File: src/rtl/sonar_scanner.sv
// Round-robin controller for NUM_SONARS ultrasonic rangefinders: one slot per
// enabled channel, each slot fires a trigger pulse, times the echo and publishes a result.
module sonar_scanner #(
  parameter int NUM_SONARS  = 3,
  parameter int CNT_W       = 20,
  parameter int TRIG_CYCLES = 500,
  parameter int SLOT_CYCLES = 882400,
  localparam int CH_W = (NUM_SONARS > 1) ? $clog2(NUM_SONARS) : 1
) (
  input  logic                        clk,
  input  logic                        reset,
  input  logic                        en,
  input  logic [NUM_SONARS-1:0]       chan_mask,
  input  logic [NUM_SONARS-1:0]       echo,
  output logic [NUM_SONARS-1:0]       trig,
  output logic [NUM_SONARS*CNT_W-1:0] range,
  output logic [NUM_SONARS-1:0]       range_valid,
  output logic [NUM_SONARS-1:0]       timeout,
  output logic                        upd_stb,
  output logic [CH_W-1:0]             upd_chan
);

  localparam int TMR_W = $clog2(SLOT_CYCLES);
  localparam logic [TMR_W-1:0] SLOT_LAST = TMR_W'(SLOT_CYCLES - 1);
  localparam logic [TMR_W-1:0] TRIG_LAST = TMR_W'(TRIG_CYCLES - 1);
  localparam logic [CH_W-1:0]  LAST_CH   = CH_W'(NUM_SONARS - 1);
  localparam logic [CNT_W-1:0] CNT_MAX   = '1;

  typedef enum logic [2:0] {
    S_IDLE,
    S_TRIG,
    S_LISTEN,
    S_ECHO,
    S_HOLD
  } state_t;

  state_t                      state_q, state_d;
  logic [TMR_W-1:0]            timer_q, timer_d;
  logic [CH_W-1:0]             cur_q, cur_d;
  logic [CH_W-1:0]             ptr_q, ptr_d;
  logic [CNT_W-1:0]            count_q, count_d;
  logic [NUM_SONARS-1:0]       trig_q, trig_d;
  logic [NUM_SONARS*CNT_W-1:0] range_q, range_d;
  logic [NUM_SONARS-1:0]       valid_q, valid_d;
  logic [NUM_SONARS-1:0]       tmo_q, tmo_d;
  logic                        upd_stb_q, upd_stb_d;
  logic [CH_W-1:0]             upd_chan_q, upd_chan_d;

  logic [NUM_SONARS-1:0]       echo_meta_q;
  logic [NUM_SONARS-1:0]       es_q;
  logic [NUM_SONARS-1:0]       es_prev_q;

  logic [CH_W-1:0]             nxt_ch;
  logic [CH_W-1:0]             start_ch;
  logic                        scan_ok;
  logic                        es_cur;
  logic                        es_rise;

  // First set bit of mask at or above start, wrapping past the top channel.
  function automatic logic [CH_W-1:0] find_next(input logic [NUM_SONARS-1:0] mask,
                                                input logic [CH_W-1:0] start);
    logic [NUM_SONARS-1:0] rot;
    int off;
    int s;
    rot = NUM_SONARS'({mask, mask} >> start);
    off = 0;
    for (int k = NUM_SONARS - 1; k >= 0; k--) begin
      if (rot[k]) off = k;
    end
    s = int'(start) + off;
    if (s >= NUM_SONARS) s = s - NUM_SONARS;
    return CH_W'(s);
  endfunction

  function automatic logic [NUM_SONARS-1:0] onehot(input logic [CH_W-1:0] ch);
    logic [NUM_SONARS-1:0] v;
    v = '0;
    v[ch] = 1'b1;
    return v;
  endfunction

  always_ff @(posedge clk or posedge reset) begin
    if (reset) begin
      echo_meta_q <= '0;
      es_q        <= '0;
      es_prev_q   <= '0;
      state_q     <= S_IDLE;
      timer_q     <= '0;
      cur_q       <= '0;
      ptr_q       <= '0;
      count_q     <= '0;
      trig_q      <= '0;
      range_q     <= '0;
      valid_q     <= '0;
      tmo_q       <= '0;
      upd_stb_q   <= 1'b0;
      upd_chan_q  <= '0;
    end else begin
      echo_meta_q <= echo;
      es_q        <= echo_meta_q;
      es_prev_q   <= es_q;
      state_q     <= state_d;
      timer_q     <= timer_d;
      cur_q       <= cur_d;
      ptr_q       <= ptr_d;
      count_q     <= count_d;
      trig_q      <= trig_d;
      range_q     <= range_d;
      valid_q     <= valid_d;
      tmo_q       <= tmo_d;
      upd_stb_q   <= upd_stb_d;
      upd_chan_q  <= upd_chan_d;
    end
  end

  always_comb begin
    state_d    = state_q;
    timer_d    = timer_q;
    cur_d      = cur_q;
    ptr_d      = ptr_q;
    count_d    = count_q;
    trig_d     = trig_q;
    range_d    = range_q;
    valid_d    = valid_q;
    tmo_d      = tmo_q;
    upd_stb_d  = 1'b0;
    upd_chan_d = upd_chan_q;

    nxt_ch   = (cur_q == LAST_CH) ? '0 : cur_q + 1'b1;
    scan_ok  = en && (|chan_mask);
    es_cur   = es_q[cur_q];
    // Edge detection against the previous sample means a level already high
    // on entry to LISTEN is not mistaken for a fresh echo.
    es_rise  = es_cur && !es_prev_q[cur_q];
    start_ch = find_next(chan_mask, (state_q == S_IDLE) ? ptr_q : nxt_ch);

    if (state_q == S_IDLE) begin
      trig_d = '0;
      if (scan_ok) begin
        state_d = S_TRIG;
        timer_d = '0;
        cur_d   = start_ch;
        count_d = '0;
        trig_d  = onehot(start_ch);
      end
    end else begin
      timer_d = timer_q + 1'b1;
      case (state_q)
        S_TRIG: begin
          if (timer_q == TRIG_LAST) begin
            trig_d  = '0;
            state_d = S_LISTEN;
          end
        end
        S_LISTEN: begin
          if (es_rise) begin
            count_d = CNT_W'(1);
            state_d = S_ECHO;
          end
        end
        S_ECHO: begin
          if (es_cur) begin
            if (count_q != CNT_MAX) count_d = count_q + 1'b1;
          end else begin
            state_d = S_HOLD;
          end
        end
        default: ;
      endcase

      // Slot end overrides whatever the per-state logic decided above.
      if (timer_q == SLOT_LAST) begin
        if (state_q == S_HOLD) begin
          range_d[int'(cur_q)*CNT_W +: CNT_W] = count_q;
          valid_d[cur_q] = 1'b1;
          tmo_d[cur_q]   = 1'b0;
        end else begin
          valid_d[cur_q] = 1'b0;
          tmo_d[cur_q]   = 1'b1;
        end
        upd_stb_d  = 1'b1;
        upd_chan_d = cur_q;
        ptr_d      = nxt_ch;
        timer_d    = '0;
        count_d    = '0;
        if (scan_ok) begin
          state_d = S_TRIG;
          cur_d   = start_ch;
          trig_d  = onehot(start_ch);
        end else begin
          state_d = S_IDLE;
          trig_d  = '0;
        end
      end
    end
  end

  assign trig        = trig_q;
  assign range       = range_q;
  assign range_valid = valid_q;
  assign timeout     = tmo_q;
  assign upd_stb     = upd_stb_q;
  assign upd_chan    = upd_chan_q;

endmodule

File: config.mk
export PLATFORM = sky130hd
export DESIGN_NAME = sonar_scanner
export DESIGN_NICKNAME = d
export VERILOG_FILES = /design/src/rtl/sonar_scanner.sv
export SDC_FILE = /design/constraint.sdc
export NUM_CORES = 1
export LEC_CHECK = 0
export CAP_MARGIN = 20
export CORE_UTILIZATION = 35
export CTS_BUF_LIST = sky130_fd_sc_hd__clkbuf_16
export DETAILED_ROUTE_END_ITERATION = 12
export PLACE_DENSITY = 0.6
export SLEW_MARGIN = 5
export SYNTH_ARGS = -nofsm -noshare
export SYNTH_HDL_FRONTEND = slang
export SYNTH_SLANG_ARGS = --single-unit
File: constraint.sdc
create_clock -name clk -period 5.6 [get_ports clk]
set_input_delay 1.68 -clock clk [delete_from_list [all_inputs] [get_ports clk]]
set_output_delay 1.68 -clock clk [all_outputs]
set_load 0.005 [all_outputs]
* Yosys cells after proc, flatten, opt, wreduce, memory -nomap -nowiden
Index checks and enable logic that the tools add are counted.
** Cells by class
- Add/sub/neg operators :: 6
- Mux-type cells :: 44
- Equal/unequal tests :: 14
- Reductions and logical operators :: 17
- Bitwise gates (word level) :: 6
- Shift operators :: 3
- Order comparisons :: 5
- Multiply operators :: 1
** Operators by type and width (count)
- two-way mux 20 bit :: 8
- two-way mux 32 bit :: 2
- bitwise mux 60 bit :: 1
- variable shift 20 x 33 -> 60 bit (first input constant) :: 1
- indexed part select 20 x 33 -> 60 bit :: 1
- adder 20 x 1 -> 20 bit (second input constant) :: 2
- case mux 20 bit (2 select lines) :: 1
- two-way mux 3 bit :: 13
- negation 7 -> 33 bit :: 1
- adder 3 x 32 -> 32 bit :: 1
- >= comparator 32 x 3 -> 1 bit (second input constant) :: 1
- == test 20 bit (second input constant) :: 1
- == test 20 x 9 -> 1 bit (second input constant) :: 1
- inequality test 20 bit (second input constant) :: 1
- inequality test 4 bit (second input constant) :: 5
- two-way mux 2 bit :: 7
- AND reduction 5 bit :: 2
- case mux 3 bit (3 select lines) :: 1
- two-way mux 1 bit :: 7
- AND 3 bit :: 2
- == test 3 x 2 -> 1 bit (second input constant) :: 2
- < comparator 2 x 3 -> 1 bit (second input constant) :: 2
- bitwise OR 3 bit :: 2
- nonzero test 3 bit :: 2
- other kinds (22) :: 29
** Word-level totals
- Flip-flop bits (word level) :: 128
- Input port bits :: 9

* Longest topological paths before layout
- Depth after elaboration :: 17
- Mapped depth :: 21
- Depth with buffers taken out :: 17

* Least setup slack after synthesis
OpenSTA, ideal clock, no wires.
- Path kind :: register to register
- Start point :: reg cur_q[0]
- End point :: reg trig_q[0] (netlist: trig[0])
- Cell stages (with the launch flop) :: 22
- Period minus slack after synthesis :: 4036 ps
- Required time :: 5472 ps
- Slack :: 1564 ps
- Data arrival time :: 3908 ps
- Setup time :: 128 ps
- Cells stage by stage :: dfrtp_1 -> clkbuf_1 -> buf_2 -> clkinv_1 -> ha_1 -> clkbuf_1 -> clkbuf_1 -> a21oi_1 -> inv_1 -> a21oi_1 -> o211ai_1 -> mux2i_1 -> ha_1 -> inv_1 -> fa_1 -> inv_1 -> ha_1 -> nor2b_1 -> nor2b_1 -> o21ai_0 -> inv_1 -> o21ai_0
** Between the ends
- Longest elaborated chain between the ends :: 17
- Elaborated cells between the ends (all ways) :: 20
- Classes of those cells :: 3 x add/sub; 3 x order compare; 1 x eq/ne; 1 x shift; 11 x mux; 1 x reduce/logical
** Ends and longest elaborated chain
- from (decl) :: line 39 : logic [CH_W-1:0] cur_q, cur_d;
- from (signal assigned) :: line 104 : cur_q <= cur_d;
- adder 2 x 1 -> 2 bit or == test 2 bit (tied branches) :: line 129 : nxt_ch = (cur_q == LAST_CH) ? '0 : cur_q + 1'b1;
- two-way mux 2 bit * :: line 129
- via nxt_ch[0] :: line 53 : logic [CH_W-1:0] nxt_ch;
- two-way mux 2 bit * :: line 135 : start_ch = find_next(chan_mask, (state_q == S_IDLE) ? ptr_q : nxt_ch);
- >> shifter 6 x 2 -> 3 bit :: line 65 : rot = NUM_SONARS'({mask, mask} >> start);
- two-way mux 2 bit :: line 68 : if (rot[k]) off = k;
- two-way mux 32 bit (2 in series) :: line 68
- adder 3 x 32 -> 32 bit * :: line 70 : s = int'(start) + off;
- >= comparator 32 x 3 -> 1 bit or subtractor 2 x 1 -> 2 bit (tied branches) :: line 71 : if (s >= NUM_SONARS) s = s - NUM_SONARS;
- two-way mux 2 bit * :: line 71
- < comparator 2 x 3 -> 1 bit (implied by the code) or >= comparator 2 x 1 -> 1 bit (tied branches) :: line 78 : v[ch] = 1'b1;
- logical AND 1 bit (implied by the code) :: line 78
- two-way mux 1 bit (implied by the code) :: line 78
- demux 1 bit (select 2 bit) * :: line 78
- two-way mux 3 bit * :: line 139, 186
- two-way mux 3 bit :: line 172 : if (timer_q == SLOT_LAST) begin
- two-way mux 3 bit * :: line 137 : if (state_q == S_IDLE) begin
- to (signal assigned) :: line 107 : trig_q <= trig_d;
- to (decl) :: line 42 : logic [NUM_SONARS-1:0] trig_q, trig_d;
The timed path passes the listed nets; every way through them passes the cells marked *.
A chain may end at the register's enable or synchronous reset.

* Final worst setup path
- Start point :: reg cur_q[0]
- End point :: reg cur_q[0]
** Between the ends
- Longest elaborated chain between the ends :: 13
- Elaborated cells between the ends (all ways) :: 15
- Classes of those cells :: 3 x add/sub; 1 x order compare; 1 x eq/ne; 1 x shift; 9 x mux
** Ends and longest elaborated chain (line)
- adder 2 x 1 -> 2 bit or == test 2 bit (tied branches) :: 129
- two-way mux 2 bit :: 129
- two-way mux 2 bit :: 135
- >> shifter 6 x 2 -> 3 bit :: 65
- two-way mux 2 bit :: 68
- two-way mux 32 bit (2 in series) :: 68
- adder 3 x 32 -> 32 bit :: 70
- >= comparator 32 x 3 -> 1 bit :: 71
- two-way mux 2 bit :: 71
- two-way mux 2 bit * :: 139, 186
- two-way mux 2 bit :: 172
- two-way mux 2 bit * :: 137
Every way passes the cells marked *; elsewhere a longest branch is shown, timed or not. The select of a mux whose other input is x is not followed.

==> summary.txt <==
Yosys
  • Share of Yosys cell area claimed by the top area cell type: 0.450
  • Syn avg cell area: 8.53 um2
  • Post-synth top area cell: sky130_fd_sc_hd__dfrtp_1
  • Commonest cells in the netlist: 138 x sky130_fd_sc_hd__nand2_1, 128 x sky130_fd_sc_hd__dfrtp_1, 111 x sky130_fd_sc_hd__o21ai_0
  • Post-synthesis register bit count: around 130
  • Mapped cell area: between 0.007 and 0.008 mm2
  • Biggest area contributors in the synthesized netlist: sky130_fd_sc_hd__dfrtp_1 45%, sky130_fd_sc_hd__o21ai_0 7.8%, sky130_fd_sc_hd__nand2_1 7.3%, sky130_fd_sc_hd__nor2_1 3.4%, sky130_fd_sc_hd__clkbuf_1 2.9%
  • Post-synth EDFFs: 0
  • Total of warnings raised by yosys: 0
  • Predominant post-synthesis flop cell: sky130_fd_sc_hd__dfrtp_1
  • Post-synth net total: between 800 and 900
  • Sequential element share of the synthesized area: 0.450
  • Number of distinct library cells after synthesis: 60
  • Most instantiated library cell after synthesis: sky130_fd_sc_hd__nand2_1
  • FFs w/ async S/R, synth: 1.00
  • Cells after Synth: around 830

Clock tree
  • Clock sinks: about 130
  • Clock Root Buffer: sky130_fd_sc_hd__clkbuf_16
  • Clock buffer depth: 2
  • Number of clock buffers inserted by TritonCTS: 17
  • # Post-CTS Setup Buffers: 0
  • Clock insertion delay at the later pin of the skew report: roughly 420 ps
  • Clock slew at reported path FFs: 60 ps
  • Gates resized, CTS repair: 0
  • CTS tree: yes
  • Number of hold buffers added after cts: 0
  • Maximum level of the CTS H-tree: 4

Routing
  • Vias: between 6,000 and 7,000
  • Total met2 wirelength after detailed routing: 8760 um
  • Routed vias/inst: 5.53
  • Number of detailed-route iterations in the first pass: 5
  • Post-route DRC: 0
  • Post-route met1 wirelength: 9560 um
  • Routed len/inst: roughly 17 um
  • Final wirelength: 19,600 um
  • Routed met3 length: just over 1000 um
  • 1st-iter DRT viols: ~580
  • Antenna Nets Post-Route: 0
  • Uppermost layer routed: met4

Setup path
  • Worst-path fanout max: 39
  • Sort of element at the end of the critical path: flip-flop
  • Critical Path Source Type: flip-flop
  • Data arrival time of the worst path: 4570 ps
  • Class of the most critical setup path: reg2reg
  • Required time at the worst-slack endpoint: between 5000 and 6000 ps

Power and ir drop
  • Clock network fraction of total power: 0.307
  • Worst IR Drop VDD: about 0.26 mV
  • Total power per unit cell area: between 300 and 400 mW/mm2
  • Comb pwr share: 0.358
  • Switching Fraction: 0.412
  • Static leakage power: 3.45 nW
  • Net switching power: 1.41 mW
  • Tot Pwr: approximately 3.4 mW
  • Cell-internal power: between 2 and 2.5 mW
  • Portion of total power attributed to sequential cells: 0.335

Timing
  • Final period demand of the worst path: 4240 ps
  • Final max-slew violation count: 0
  • Period utilization: 0.757
  • Actual transition at the worst max-transition pin: 1000 ps
  • Setup repair after global routing missed its margin: no
  • Setup violations, final: 0
  • Max transition margin: 0.328
  • Hold Vio Cnt, Final: 0
  • Post-Route Setup TNS: 0 ps
  • Upper clock frequency limit: about 0.24 GHz
  • Setup slack after layout: between 1000 and 1500 ps
  • Max Clock Skew: around 11 ps

Floorplan
  • Horizontal die dimension: 145 um
  • Standard cell core area: slightly below 0.02 mm2
  • Starting Density: 0.361
  • Count of boundary I/O pins: roughly 80
  • DIE HEIGHT: ~140 um
  • Number of rows created at floorplan: 51
  • Die Area: ~0.021 mm2

Global route
  • Residual overflow from global routing: 0
  • First-pass GRT wire length: roughly 32,000 um
  • All-Layer GR Usage: 0.200
  • Via count of the first global-routing pass: slightly below 6,000
  • Maximum number of pins on one net before global-route repair: between 70 and 80
  • Initial antenna violation count: 0

Cells and area
  • Layout overhead on the synthesized area: 21.4%
  • Final-stage net count: roughly 900
  • Antenna fix cells: 0
  • Count of fill cells added during filler insertion: 1,969
  • Fraction of layout cells with a size suffix above 1: 0.0649

Run status
  • Status: completed

Placement
  • Worst slack at placement: approximately 1000 ps
  • Number of buffers inserted by port buffering: 80
  • Final RePlAce weighted congestion: ~0.87
  • Post-DP HPWL: between 10,000 and 15,000 um

Hold path
  • Worst min-delay path class: reg2reg

Job
  • Max-capacitance violation count: 0
==> registers in the layout, indices dropped and copies added, names as in the netlist, named ones only <==
name	cells
trig	3
timer_q	20
es_prev_q	3
count_q	20
state_q	3
echo_meta_q	3
cur_q	2
es_q	3
upd_stb	1
upd_chan	2
range	60
ptr_q	2
==> area by class of cell <==
type	count	area, um2	area share
multi-input cells	625	3590	0.415
flip-flops and latches	128	3200	0.371
repair buffers	91	883	0.102
clock buffers	17	425	0.0493
well taps	265	332	0.0384
clock inverters	15	139	0.0161
inverters	17	66.3	0.00768
==> stage by stage <==
stage | instance area, um2 | std cells | hold slack (ps) | util
after global routing | 8640 | 1158 | 355 | 0.438
final | 8640 | 1158 | 346 | 0.438
after detailed placement | 8070 | 1126 | 336 | 0.409
after CTS | 8640 | 1158 | 350 | 0.438
after global placement | 8070 | 1126 | 333 | 0.409
after floorplan | 7110 | 834 | 331 | -
==> power by group through the flow <==
stage | logic (mW) | clock network, mW | registers (mW)
floorplan | 0.977 | 0 | 1.07
global placement | 1.20 | 0 | 1.16
detailed placement | 1.21 | 0 | 1.16
CTS | 1.22 | 1.08 | 1.15
global route | 1.36 | 1.12 | 1.17
finish | 1.23 | 1.06 | 1.15
==> kinds of logic (layout without fill, tap and decap cells) <==
group	Yosys count	in the layout	synth area share
AND/OR/NAND/NOR	319	319	0.212
AO/OA/AOI/OAI	264	264	0.227
flip-flops	128	128	0.450
buffers and inverters	81	140	0.0459
multiplexers	29	29	0.0426
adder cells (fa/ha/maj)	10	10	0.0186
XOR/XNOR	3	3	0.00369
==> critical path: stages (launching register included) <==
cell                       delay (ps)
sky130_fd_sc_hd__dfrtp_1          320
sky130_fd_sc_hd__buf_4            390
sky130_fd_sc_hd__clkinv_1         430
sky130_fd_sc_hd__ha_1             350
sky130_fd_sc_hd__a21oi_1          420
sky130_fd_sc_hd__nor2b_1          250
sky130_fd_sc_hd__a21oi_1           90
sky130_fd_sc_hd__mux2i_1          150
sky130_fd_sc_hd__ha_1             160
sky130_fd_sc_hd__inv_1             40
sky130_fd_sc_hd__fa_1             530
sky130_fd_sc_hd__inv_1             60
sky130_fd_sc_hd__ha_1             170
sky130_fd_sc_hd__nor2b_1          260
sky130_fd_sc_hd__nand3_1          160
sky130_fd_sc_hd__o211ai_1         150
sky130_fd_sc_hd__a21boi_0         220
==> placed cells by master (no fill, tap or decap), types with 10 or more instances in the layout <==
master,count
sky130_fd_sc_hd__a2bb2oi_1,13
sky130_fd_sc_hd__inv_1,17
sky130_fd_sc_hd__buf_4,11
sky130_fd_sc_hd__nand4_1,14
sky130_fd_sc_hd__mux2_2,10
sky130_fd_sc_hd__o31ai_1,23
sky130_fd_sc_hd__a31oi_1,24
sky130_fd_sc_hd__a22oi_1,18
sky130_fd_sc_hd__nand2_1,138
sky130_fd_sc_hd__a21oi_1,40
sky130_fd_sc_hd__mux2i_1,19
sky130_fd_sc_hd__clkbuf_16,17
sky130_fd_sc_hd__nor2_1,64
sky130_fd_sc_hd__and3_1,10
sky130_fd_sc_hd__dfrtp_1,128
sky130_fd_sc_hd__nor3_1,12
sky130_fd_sc_hd__o21ai_0,110
sky130_fd_sc_hd__clkdlybuf4s50_1,80
sky130_fd_sc_hd__nand3_1,22
==> layer usage <==
metal,up-vias,track usage
met3,22,0.0288
li1,3105,-
met4,0,0.0648
met1,3064,0.298
met2,210,0.296
met5,-,0
==> final timing paths <==
path	slack, ps	end	from	cells past startpoint
worst max-delay path	1360	cur_q[0]	cur_q[0]	16
worst min-delay path	350	es_q[2]	echo_meta_q[2]	0
worst max register to register	1360	cur_q[0]	cur_q[0]	16
worst min register to register	350	es_q[2]	echo_meta_q[2]	0
max in group asynchronous	2860	timer_q[15]	reset	3
min in group asynchronous	1830	count_q[2]	reset	2
No activity file was read; power rests on OpenSTA's default activity.
==> patch 1, RTL diff (same flow settings) <==
Encoding of `state_t`: now one-hot (5 bits for 5 states).
--- a/src/rtl/sonar_scanner.sv
+++ b/src/rtl/sonar_scanner.sv
@@ -28,8 +28,8 @@
 
-  typedef enum logic [2:0] {
-    S_IDLE,
-    S_TRIG,
-    S_LISTEN,
-    S_ECHO,
-    S_HOLD
+  typedef enum logic [4:0] {
+    S_IDLE   = 5'b00001,
+    S_TRIG   = 5'b00010,
+    S_LISTEN = 5'b00100,
+    S_ECHO   = 5'b01000,
+    S_HOLD   = 5'b10000
   } state_t;
Function: no difference found for any inputs over 10 cycles, from zero or initial values and one cycle with reset high; not proved beyond that.
==> patch 1 against the unedited design <==
Sequential cell count grew 2; final area grew 2.8%; wire length grew 2.5%; worst setup slack lost 0.49 ns; synthesized cell count shrank 1.4%; area after synthesis grew 2.9%; critical endpoint is now trig[1]; largest cell class unchanged.
Power is not compared: it rests on default switching activity, and its combinational part moved more than twofold at a synthesized area within 25%.
==> patch 1: results (changes against the unedited design) <==
- Outcome: finished clean (unchanged).
- The worst min-delay path endpoint is es_q[0] (was es_q[2]).
- The first-iteration detailed-routing DRC count is 583 (was 582).
- The highest cell delay on the worst timing path is 0.57 ns (was 0.53 ns).
- The number of nets at the end of the flow was 887 (was 899).
- The worst setup path endpoint was trig[1] (was cur_q[0]).
- The worst reg2reg path endpoint is trig[1] (was cur_q[0]).
- The worst-case register-to-register setup slack came to 1.42 ns (was 1.36 ns).
- The peak fanout along the critical path was 7 (was 39).
- The pin count of the biggest net entering global routing is 77 (was 76).
- The half-perimeter wire length of the detailed placement result is 13890 µm (was 13700 µm).
- The depth of the worst register-to-register path is 14 (was 16).
- The worst setup path startpoint was chan_mask[1] (was cur_q[0]).
- Top cells by instance count after synthesis: dfrtp_1 (129), nand2_1 (120), o21ai_0 (71) (was nand2_1 (138), dfrtp_1 (128), o21ai_0 (111)).
- The number of global-route vias before repair was 6266 (was 5813).
- The weighted congestion at the end of routability-driven global placement came to 0.8914 (was 0.8669).
- The detailed-router iteration count before antenna repair is 7 (was 5).
- The beginning of the worst hold path is echo_meta_q[0] (was echo_meta_q[2]).
- The arrival time of the worst setup path is 5.07 ns (was 4.57 ns).
- The number of library cell types mapped by synthesis is 69 (was 60).
- The ratio of cells with drive above 1 in the final layout came to 8.844% (was 6.495%).
- The startpoint of the most critical register-to-register path was cur_q[1] (was cur_q[0]).
- The count of filler cells inserted in the layout is 2025 (was 1969).
- The fraction of the yosys area taken by sequential cells came to 44.45% (was 45.02%).
- The net count of the mapped netlist came to 840 (was 853).
patch 1: changes by cell type after synthesis, sizes merged, moves of 13 or more:
cell / change
a31oi: -14
a2bb2oi: -13
nand2: -18
o21ai: -39
o31ai: +30
patch 1: cell families (layout without fill, tap and decap cells):
| logic type | count (synthesis) | in the layout | synth area share, % |
|---|---|---|---|
| buf+inv | 81 | 141 | 4.460 |
| fa+ha+maj | 9 | 9 | 1.641 |
| mux | 38 | 38 | 5.776 |
| flops | 130 | 130 | 44.45 |
| xor+xnor | 3 | 3 | 0.3589 |
| simple gates | 317 | 317 | 21.79 |
| compound gates | 244 | 244 | 21.53 |
patch 1: area by class of cell:
class / count / area (µm²) / share of cell area (%)
clock inverter: 15 / 142.6 / 1.606
inverter: 15 / 58.81 / 0.6623
multi-input combinational: 611 / 3741 / 42.13
tap: 270 / 337.8 / 3.804
clock buffer: 17 / 425.4 / 4.791
sequential: 130 / 3256 / 36.66
timing repair buffer: 94 / 918.4 / 10.34
patch 1: stage by stage:
stage	hold slack, ns	cell area, µm²	std cells	util, %	total power [W]
after detailed placement	0.3347	8304	1119	40.78	0.001125
after floorplan	0.3312	7322	822	-	0.001080
after CTS	0.3476	8872	1151	43.57	0.002206
after global placement	0.3332	8304	1119	40.78	0.001124
final	0.3460	8880	1152	43.60	0.002175
after global routing	0.3549	8880	1152	43.60	0.002267
patch 1: worst max-delay path: cells and delay by family:
kind	cells	cell delay [ns]
AND/OR/NAND/NOR	4	1.44
buffers and inverters	3	0.68
adder cells (fa/ha/maj)	2	0.74
multiplexers	1	0.19
AO/OA/AOI/OAI	2	0.34
patch 1: layer usage:
layer	share of wire (%)	track usage, %
met1	46	26.99
met2	47	31.68
met3	5.3	3.562
met4	0.90	4.948
met5	0	0
==> patch 2, RTL diff (same flow settings) <==
Without the edit above. The parameter `NUM_SONARS` goes from 3 to 6.
--- a/src/rtl/sonar_scanner.sv
+++ b/src/rtl/sonar_scanner.sv
@@ -3,3 +3,3 @@
 module sonar_scanner #(
-  parameter int NUM_SONARS  = 3,
+  parameter int NUM_SONARS  = 6,
   parameter int CNT_W       = 20,
Interface: changed (7 resized); port bits go from 81 to 157. No check against the original RTL was run, so the function may have changed too.
==> patch 2 against the unedited design <==
Power grew 86%; largest cell class unchanged; critical path type unchanged; non-clock buffer count grew 76; wire length grew 59%; final cell count grew 43%; via count grew 42%; area after synthesis grew 53%; combinational power grew to 2.5 times the old value; sequential power grew 46%; sequential cell count grew 81; final area grew 59%; worst setup slack lost 0.22 ns.
==> patch 2: results (changes against the unedited design) <==
- The ratio of cells with drive above 1 in the final layout is 13.39% (was 6.495%).
- The wire length of the first global-routing pass is 49920 µm (was 32150 µm).
- The number of flip-flops in the largest register is 120 (was 60).
- The maximum buffer depth of the clock tree was 3 (was 2).
- The fraction of the yosys area taken by sequential cells was 48.00% (was 45.02%).
- The weighted congestion at the end of routability-driven global placement is 0.9216 (was 0.8669).
- The cell area after placement is 12870 µm² (was 8073 µm²).
- The number of library cell types mapped by synthesis is 79 (was 60).
- The final clock skew came to 0.01542 ns (was 0.01091 ns).
- The half-perimeter wire length of the detailed placement result is 22940 µm (was 13700 µm).
- The worst-case register-to-register setup slack is 1.14 ns (was 1.36 ns).
- The port buffer count is 156 (was 80).
- The peak fanout along the critical path is 36 (was 39).
- The total length of routed wires was 31240 µm (was 19620 µm).
- Top cells by instance count after synthesis: dfrtp_1 (209), nand2_1 (141), o21ai_0 (111) (was nand2_1 (138), dfrtp_1 (128), o21ai_0 (111)).
- The number of global-route vias before repair is 8803 (was 5813).
- The first-iteration detailed-routing DRC count is 812 (was 582).
- The pin count of the biggest net entering global routing came to 116 (was 76).
- The total number of vias came to 9120 (was 6401).
- The detailed-router iteration count before antenna repair is 6 (was 5).
- The tightest slew margin relative to the limit came to 29.22% (was 32.81%).
- The overall global routing resource usage was 19.84% (was 20.04%).
- The arrival time of the worst setup path was 4.89 ns (was 4.57 ns).
- The number of cells after detailed placement came to 1609 (was 1126).
- The clock latency at the later pin of the worst-skew pair was 0.52 ns (was 0.42 ns).
- Biggest area contributors in the synthesized netlist: dfrtp_1 (48%), mux2_2 (9.7%), o21ai_0 (5.1%) (was dfrtp_1 (45%), o21ai_0 (7.8%), nand2_1 (7.3%)).
- The static leakage is 5.762 nW (was 3.451 nW).
- The final instance count without filler cells is 1651 (was 1158).
- The worst reg2reg path endpoint is range[9] (was cur_q[0]).
- The maximum level of the CTS H-tree was 1 (was 4).
- Outcome: finished clean (unchanged).
- The depth of the worst register-to-register path was 13 (was 16).
-- patch 2: critical path, stage by stage, from the launching register on --
cell,delay [ns]
dfrtp_1,0.64
buf_4,0.48
ha_1,0.23
ha_1,0.16
inv_1,0.05
ha_1,0.46
nor2_1,0.09
ha_1,0.47
inv_1,0.21
nor3_1,0.44
nand2_1,0.30
nor3_1,0.47
a22oi_1,0.18
a21oi_1,0.20
-- patch 2: where the power goes --
part           internal, W  switching [W]
combinational     0.000984        0.00210
clock              0.00102       0.000617
sequential         0.00157       0.000109
total              0.00358        0.00282
-- patch 2: stage by stage --
step	hold WS (ns)	util (%)	power, W	setup slack (ns)
detailed placement	0.3355	42.08	0.004723	0.7429
finish	0.3493	44.76	0.006404	1.142
global route	0.3581	44.76	0.006825	0.7917
floorplan	0.3312	-	0.003976	1.206
global placement	0.3370	42.08	0.004677	0.8152
CTS	0.3489	44.76	0.006386	1.225
-- patch 2: worst max-delay path by stage --
stage / from / to
after CTS: cur_q[0] / range[9]
after detailed placement: chan_mask[5] / trig[1]
final: cur_q[0] / range[9]
after global routing: cur_q[0] / range[11]
after global placement: chan_mask[5] / trig[1]
after floorplan: reset / async pin
-- patch 2: per-layer routing --
metal | GRT usage [%] | vias to the layer above | share of wire, %
li1 | - | 4284 | -
met1 | 28.86 | 4446 | 46
met2 | 29.44 | 342 | 44
met3 | 4.497 | 48 | 8.0
met4 | 5.191 | 0 | 2.3
met5 | 0 | - | 0
-- patch 2: area by class of cell --
cell class,count,area (µm²)
fillers,2897,16900
multi-input cells,818,5403
flip-flops and latches,209,5230
repair buffers,167,1669
clock buffers,23,575.6
well taps,396,495.5
clock inverters,19,242.7
inverters,19,75.07
-- patch 2: cell families after synthesis --
kind of cell	Yosys count	synth area share [%]
adder cells (fa/ha/maj)	14	1.677
AND/OR/NAND/NOR	383	17.29
AO/OA/AOI/OAI	278	15.92
multiplexers	128	13.29
buffers and inverters	66	2.480
XOR/XNOR	15	1.344
flip-flops	209	48.00
